$ cat src/rtl/snake_mem_scheduler.sv
// Snake body RAM owner: arbitrates the single RAM port between game-logic updates
// (init / push head / pop tail) and a per-scanline streaming scan for the renderer.
module snake_mem_scheduler #(
  parameter int unsigned MAX_LEN = 64,
  parameter int unsigned ADDR_W  = $clog2(MAX_LEN)
) (
  input  logic              clk,
  input  logic              rst_n,
  input  logic              line_start,
  input  logic              upd_req,
  input  logic [1:0]        upd_op,
  input  logic [4:0]        upd_x,
  input  logic [3:0]        upd_y,
  output logic              upd_ack,
  output logic              full,
  output logic [ADDR_W:0]   length,
  output logic [4:0]        head_x,
  output logic [3:0]        head_y,
  output logic [ADDR_W-1:0] mem_addr,
  output logic              mem_we,
  output logic [8:0]        mem_wdata,
  input  logic [8:0]        mem_rdata,
  output logic [4:0]        snake_x,
  output logic [3:0]        snake_y,
  output logic              snake_valid,
  output logic              snake_first,
  output logic              snake_last
);

  localparam int unsigned LEN_W = ADDR_W + 1;

  localparam logic [1:0] OP_INIT = 2'd0;
  localparam logic [1:0] OP_PUSH = 2'd1;
  localparam logic [1:0] OP_POP  = 2'd2;

  typedef enum logic [1:0] {
    IDLE = 2'd0,
    SCAN = 2'd1,
    UPD  = 2'd2,
    ACK  = 2'd3
  } state_t;

  state_t             state, state_nxt;
  logic [ADDR_W-1:0]  head_ptr, head_ptr_nxt;
  logic [ADDR_W-1:0]  tail_ptr, tail_ptr_nxt;
  logic [LEN_W-1:0]   length_nxt;
  logic               full_nxt;
  logic [4:0]         head_x_nxt;
  logic [3:0]         head_y_nxt;
  logic [ADDR_W-1:0]  mem_addr_nxt;
  logic               mem_we_nxt;
  logic [8:0]         mem_wdata_nxt;
  logic               upd_ack_nxt;
  logic [LEN_W-1:0]   scan_cnt, scan_cnt_nxt;
  logic               scan_first, scan_first_nxt;
  logic               valid_nxt, first_nxt, last_nxt;

  // Circular increment; MAX_LEN need not be a power of two.
  function automatic logic [ADDR_W-1:0] ptr_inc(input logic [ADDR_W-1:0] p);
    return (p == ADDR_W'(MAX_LEN - 1)) ? '0 : p + ADDR_W'(1);
  endfunction

  // Streamed coordinates come straight from the synchronous RAM output.
  assign snake_x = mem_rdata[4:0];
  assign snake_y = mem_rdata[8:5];

  // State register and all registered outputs.
  always_ff @(posedge clk or negedge rst_n) begin
    if (!rst_n) begin
      state       <= IDLE;
      head_ptr    <= '0;
      tail_ptr    <= '0;
      length      <= '0;
      full        <= 1'b0;
      head_x      <= '0;
      head_y      <= '0;
      mem_addr    <= '0;
      mem_we      <= 1'b0;
      mem_wdata   <= '0;
      upd_ack     <= 1'b0;
      scan_cnt    <= '0;
      scan_first  <= 1'b0;
      snake_valid <= 1'b0;
      snake_first <= 1'b0;
      snake_last  <= 1'b0;
    end else begin
      state       <= state_nxt;
      head_ptr    <= head_ptr_nxt;
      tail_ptr    <= tail_ptr_nxt;
      length      <= length_nxt;
      full        <= full_nxt;
      head_x      <= head_x_nxt;
      head_y      <= head_y_nxt;
      mem_addr    <= mem_addr_nxt;
      mem_we      <= mem_we_nxt;
      mem_wdata   <= mem_wdata_nxt;
      upd_ack     <= upd_ack_nxt;
      scan_cnt    <= scan_cnt_nxt;
      scan_first  <= scan_first_nxt;
      snake_valid <= valid_nxt;
      snake_first <= first_nxt;
      snake_last  <= last_nxt;
    end
  end

  // Next-state and output logic. During SCAN, mem_addr doubles as the scan pointer.
  always_comb begin
    state_nxt      = state;
    head_ptr_nxt   = head_ptr;
    tail_ptr_nxt   = tail_ptr;
    length_nxt     = length;
    head_x_nxt     = head_x;
    head_y_nxt     = head_y;
    mem_addr_nxt   = mem_addr;
    mem_we_nxt     = 1'b0;
    mem_wdata_nxt  = mem_wdata;
    upd_ack_nxt    = 1'b0;
    scan_cnt_nxt   = scan_cnt;
    scan_first_nxt = scan_first;
    valid_nxt      = 1'b0;
    first_nxt      = 1'b0;
    last_nxt       = 1'b0;

    case (state)
      IDLE: begin
        if (line_start && (length != '0)) begin
          state_nxt      = SCAN;
          mem_addr_nxt   = tail_ptr;
          scan_cnt_nxt   = length;
          scan_first_nxt = 1'b1;
        end else if (upd_req) begin
          state_nxt = UPD;
        end
      end

      SCAN: begin
        valid_nxt      = 1'b1;
        first_nxt      = scan_first;
        last_nxt       = (scan_cnt == LEN_W'(1));
        scan_first_nxt = 1'b0;
        // A new line restarts from the tail; the read issued this cycle still emerges.
        if (line_start) begin
          mem_addr_nxt   = tail_ptr;
          scan_cnt_nxt   = length;
          scan_first_nxt = 1'b1;
        end else begin
          mem_addr_nxt = ptr_inc(mem_addr);
          scan_cnt_nxt = scan_cnt - LEN_W'(1);
          if (scan_cnt == LEN_W'(1)) begin
            state_nxt = IDLE;
          end
        end
      end

      UPD: begin
        state_nxt   = ACK;
        upd_ack_nxt = 1'b1;
        case (upd_op)
          OP_INIT: begin
            head_ptr_nxt  = '0;
            tail_ptr_nxt  = '0;
            length_nxt    = LEN_W'(1);
            mem_addr_nxt  = '0;
            mem_we_nxt    = 1'b1;
            mem_wdata_nxt = {upd_y, upd_x};
            head_x_nxt    = upd_x;
            head_y_nxt    = upd_y;
          end
          OP_PUSH: begin
            if (length != LEN_W'(MAX_LEN)) begin
              head_ptr_nxt  = ptr_inc(head_ptr);
              length_nxt    = length + LEN_W'(1);
              mem_addr_nxt  = ptr_inc(head_ptr);
              mem_we_nxt    = 1'b1;
              mem_wdata_nxt = {upd_y, upd_x};
              head_x_nxt    = upd_x;
              head_y_nxt    = upd_y;
            end
          end
          OP_POP: begin
            if (length > LEN_W'(1)) begin
              tail_ptr_nxt = ptr_inc(tail_ptr);
              length_nxt   = length - LEN_W'(1);
            end
          end
          default: ;
        endcase
      end

      ACK: begin
        // Requester drops upd_req while ack is visible, so IDLE never re-triggers.
        state_nxt = IDLE;
      end

      default: state_nxt = IDLE;
    endcase

    full_nxt = (length_nxt == LEN_W'(MAX_LEN));
  end

endmodule

$ cat config.mk
export PLATFORM = sky130hd
export DESIGN_NAME = snake_mem_scheduler
export DESIGN_NICKNAME = d
export VERILOG_FILES = /design/src/rtl/snake_mem_scheduler.sv
export SDC_FILE = /design/constraint.sdc
export NUM_CORES = 1
export LEC_CHECK = 0
export CAP_MARGIN = 0
export CELL_PAD_IN_SITES_DETAIL_PLACEMENT = 2
export CELL_PAD_IN_SITES_GLOBAL_PLACEMENT = 2
export CORE_MARGIN = 2
export CORE_UTILIZATION = 30
export DETAILED_ROUTE_END_ITERATION = 8
export GPL_ROUTABILITY_DRIVEN = 0
export PLACE_DENSITY = 0.89
export SETUP_SLACK_MARGIN = 0.02
export SLEW_MARGIN = 15
export SYNTH_ARGS = -nofsm -noshare
export SYNTH_HDL_FRONTEND = slang
export SYNTH_SLANG_ARGS = --single-unit
$ cat constraint.sdc
create_clock -name clk -period 3.1 [get_ports clk]
set_input_delay 0.31 -clock clk [delete_from_list [all_inputs] [get_ports clk]]
set_output_delay 0.31 -clock clk [all_outputs]
set_load 0.05 [all_outputs]
==> reports/results.ini <==
[logic_synthesis]
syn_avg_cell_area_sq_um = 8.49
synth.cell_area_sq_um = 3180
ys_warn_count = 0
ys_seq_area_share_pct = 39.4
syn_nets = 410
synth_seq_cells = 50
async_flop_share_pct = 100
synth_cell_types = 61
yosys_most_used_dff = dfrtp_1
synth-edff-count = 0
syn_inst = 374

[clock_network]
post_cts_buffers = 0
root_buffer = clkbuf_8
hold_buffers = 0
clk_latency_ps = 310
clockBufferDepth = 2
post_cts_resized = 0
cts_tree = done
clk_pin_slew_ps = 100
numCtsBuffers = 5
cts_max_level = 2
clock-sinks = 50

[critical_path]
critical_path_required_ps = 3310
crit_buf_inv = 1
critical_path_class = reg2reg
slowest_stage = ha_1
start_kind = flop
crit_path_end_kind = flop
path_cells = inv_1 -> ha_1 -> nand3b_1 -> or4_1 -> nand3_1 -> o221ai_1 -> nor4_2
crit_fanout = 15
slowest_delay_ps = 560
cp_top_family = simple AND/OR/NAND/NOR gates
crit_arrival_ps = 2850

[power_and_ir_drop]
p_int_mw = 2.04
sw_frac_of_total_pct = 54.0
comb_power_share_pct = 63.6
clkPwrFrac_pct = 9.4
seqPwrFrac_pct = 27.0
p_switching_mw = 2.39
cellLeakagePower_nw = 1.59
irDropWorstVdd_v = 0.000524
power_density_nw_per_um2 = 1160
p_total_mw = 4.43

[final_layout]
antenna_cells = 0
final_core_utilization_pct = 37.0
area_growth_syn_to_layout_pct = 20.3
nets = 443
layout-drive-gt1-share_pct = 7.84

[routing]
antenna_left = 0
firstDrtPassIters = 4
routed_wl_um = 10400
wl_per_cell_um = 19.1
dr.first_iter.drc_count = 94
vias_per_cell = 5.49
num_vias = 2986
drc = 0

[floorplanning]
rows = 37
initial_utilization_pct = 30.8
dieArea_sq_um = 11400
fp.dieW_um = 107
chipHeight_um = 107
core_sq_um = 10300
io_pins = 70

[global_route]
gr-usage-all-layers_pct = 18.8
antenna_found_initial = 0
grt_max_degree = 27
grt_overflow = 0
grt_pass1_vias = 3227
grt_pass1_wl_um = 16900

[timing]
max_freq_ghz = 0.378
finalHoldViolCount = 0
maxSlewHeadroom_pct = 36.3
tightest_slew_ps = 943
slew_violations = 0
fin_crit_ps = 2640
rsz0062_at_grt = false
finalSetupTns_ps = 0
skew_ps = 12.1
worst_slack_ps = 458
finalCritPeriodShare_pct = 85.2
setup_violations = 0

[placed_design]
dp_slack_ps = 530
hpwlAfterDp_um = 7660
io_buffers = 51

[status]
run_status = finished, final reports clean

[job]
maxCapViolations = 0

[min_path]
worst_hold_path_type = in2async

power groups by stage:
| stage | sequential (mW) | clock, mW | combinational [mW] |
|---|---|---|---|
| after floorplan | 1.63 | 0 | 1.51 |
| after global placement | 1.18 | 0 | 2.68 |
| after detailed placement | 1.21 | 0 | 2.80 |
| after CTS | 1.20 | 0.430 | 2.83 |
| after global routing | 1.24 | 0.453 | 3.05 |
| final | 1.19 | 0.417 | 2.82 |
kinds of logic after synthesis:
logic type | count (synthesis) | synth area share [%]
multiplexers | 2 | 0.630
adder cells (fa/ha/maj) | 12 | 4.73
XOR/XNOR | 7 | 1.93
AO/OA/AOI/OAI | 118 | 24.8
flip-flops | 50 | 39.4
AND/OR/NAND/NOR | 136 | 20.5
buffers and inverters | 49 | 8.00
metal layers:
layer,GRT usage (%),vias up,wire length (um)
met4,3.80,0,102
li1,-,1388,-
met5,0,-,0
met3,2.74,10,314
met1,22.7,1515,4600
met2,35.3,73,5350
path summary, 6_finish.rpt:
kind	startpoint	endpoint	slack (ps)	depth (start not counted)
worst max register to register	state[0]	full	460	7
worst max-delay path	state[0]	full	460	7
worst min register to register	scan_first	snake_first	500	1
max in group asynchronous	rst_n	length[2]	2270	2
min in group clk	scan_first	snake_first	500	1
worst min-delay path	rst_n	head_y[3]	9	1
metrics by stage:
stage	std cells	instance area [sq um]	hold slack, ps
after detailed placement	536	3720	362
final	544	3820	9.34
after global routing	544	3820	34.4
after floorplan	374	3180	14.4
after CTS	544	3820	18.6
after global placement	536	3720	356
cells in the mapped netlist, drive strengths merged, types with 2 or more instances:
cell | n | area [sq um]
nand2 | 61 | 229
dfrtp | 50 | 1250
o21ai | 37 | 185
nor2 | 22 | 82.6
buf | 21 | 149
a21oi | 20 | 100
clkbuf | 14 | 52.6
inv | 13 | 48.8
ha | 12 | 150
nand3 | 12 | 60.1
a22oi | 7 | 52.6
nor2b | 7 | 43.8
o31ai | 6 | 45.0
nand2b | 5 | 31.3
nor3 | 5 | 25.0
o22ai | 5 | 31.3
and3 | 4 | 25.0
or2 | 4 | 25.0
or4 | 4 | 33.8
xor2 | 4 | 35.0
a22o | 3 | 26.3
a31oi | 3 | 18.8
nor3b | 3 | 27.5
o221ai | 3 | 26.3
o2bb2ai | 3 | 26.3
o311ai | 3 | 26.3
o32ai | 3 | 26.3
xnor2 | 3 | 26.3
a21boi | 2 | 15.0
a21o | 2 | 15.0
a221oi | 2 | 23.8
a31o | 2 | 17.5
a41o | 2 | 20.0
mux2i | 2 | 20.0
nor4 | 2 | 18.8
o211ai | 2 | 15.0
o21a | 2 | 15.0
o22a | 2 | 17.5
or3 | 2 | 12.5
worst reg2reg max path: stages (launching register included):
cell and delay, ps:
dfrtp_1 430, inv_1 100, ha_1 560, nand3b_1 350, or4_1 550, nand3_1 120, o221ai_1 160, nor4_2 260
placed cells by master (no fill, tap or decap), drive strengths merged, types with 3 or more instances in the layout:
master,n
a21oi,20
a22o,3
a22oi,7
a31oi,3
and3,4
buf,11
clkbuf,6
clkdlybuf4s50,50
dfrtp,50
ha,12
inv,13
nand2,61
nand2b,5
nand3,12
nor2,22
nor2b,7
nor3,5
nor3b,3
o21ai,37
o221ai,3
o22ai,5
o2bb2ai,3
o311ai,3
o31ai,6
o32ai,3
or2,4
or4,4
xnor2,3
xor2,4
cell type report:
| type | count | area [sq um] |
|---|---|---|
| clock buffer | 6 | 82.6 |
| clock inverter | 2 | 12.5 |
| fill | 1176 | 6500 |
| inverter | 14 | 52.6 |
| multi-input combinational | 275 | 1670 |
| sequential | 50 | 1250 |
| tap | 136 | 170 |
| timing repair buffer | 61 | 581 |
flip-flops by register name (all words and copies together) (netlist names):
register / flops
full: 1
head_ptr: 6
head_x: 4
head_y: 4
length: 7
mem_addr: 6
mem_wdata: 1
mem_we: 1
scan_cnt: 7
scan_first: 1
snake_first: 1
snake_last: 1
snake_valid: 1
state: 2
tail_ptr: 6
upd_ack: 1
(Power assumes the default switching activity.)
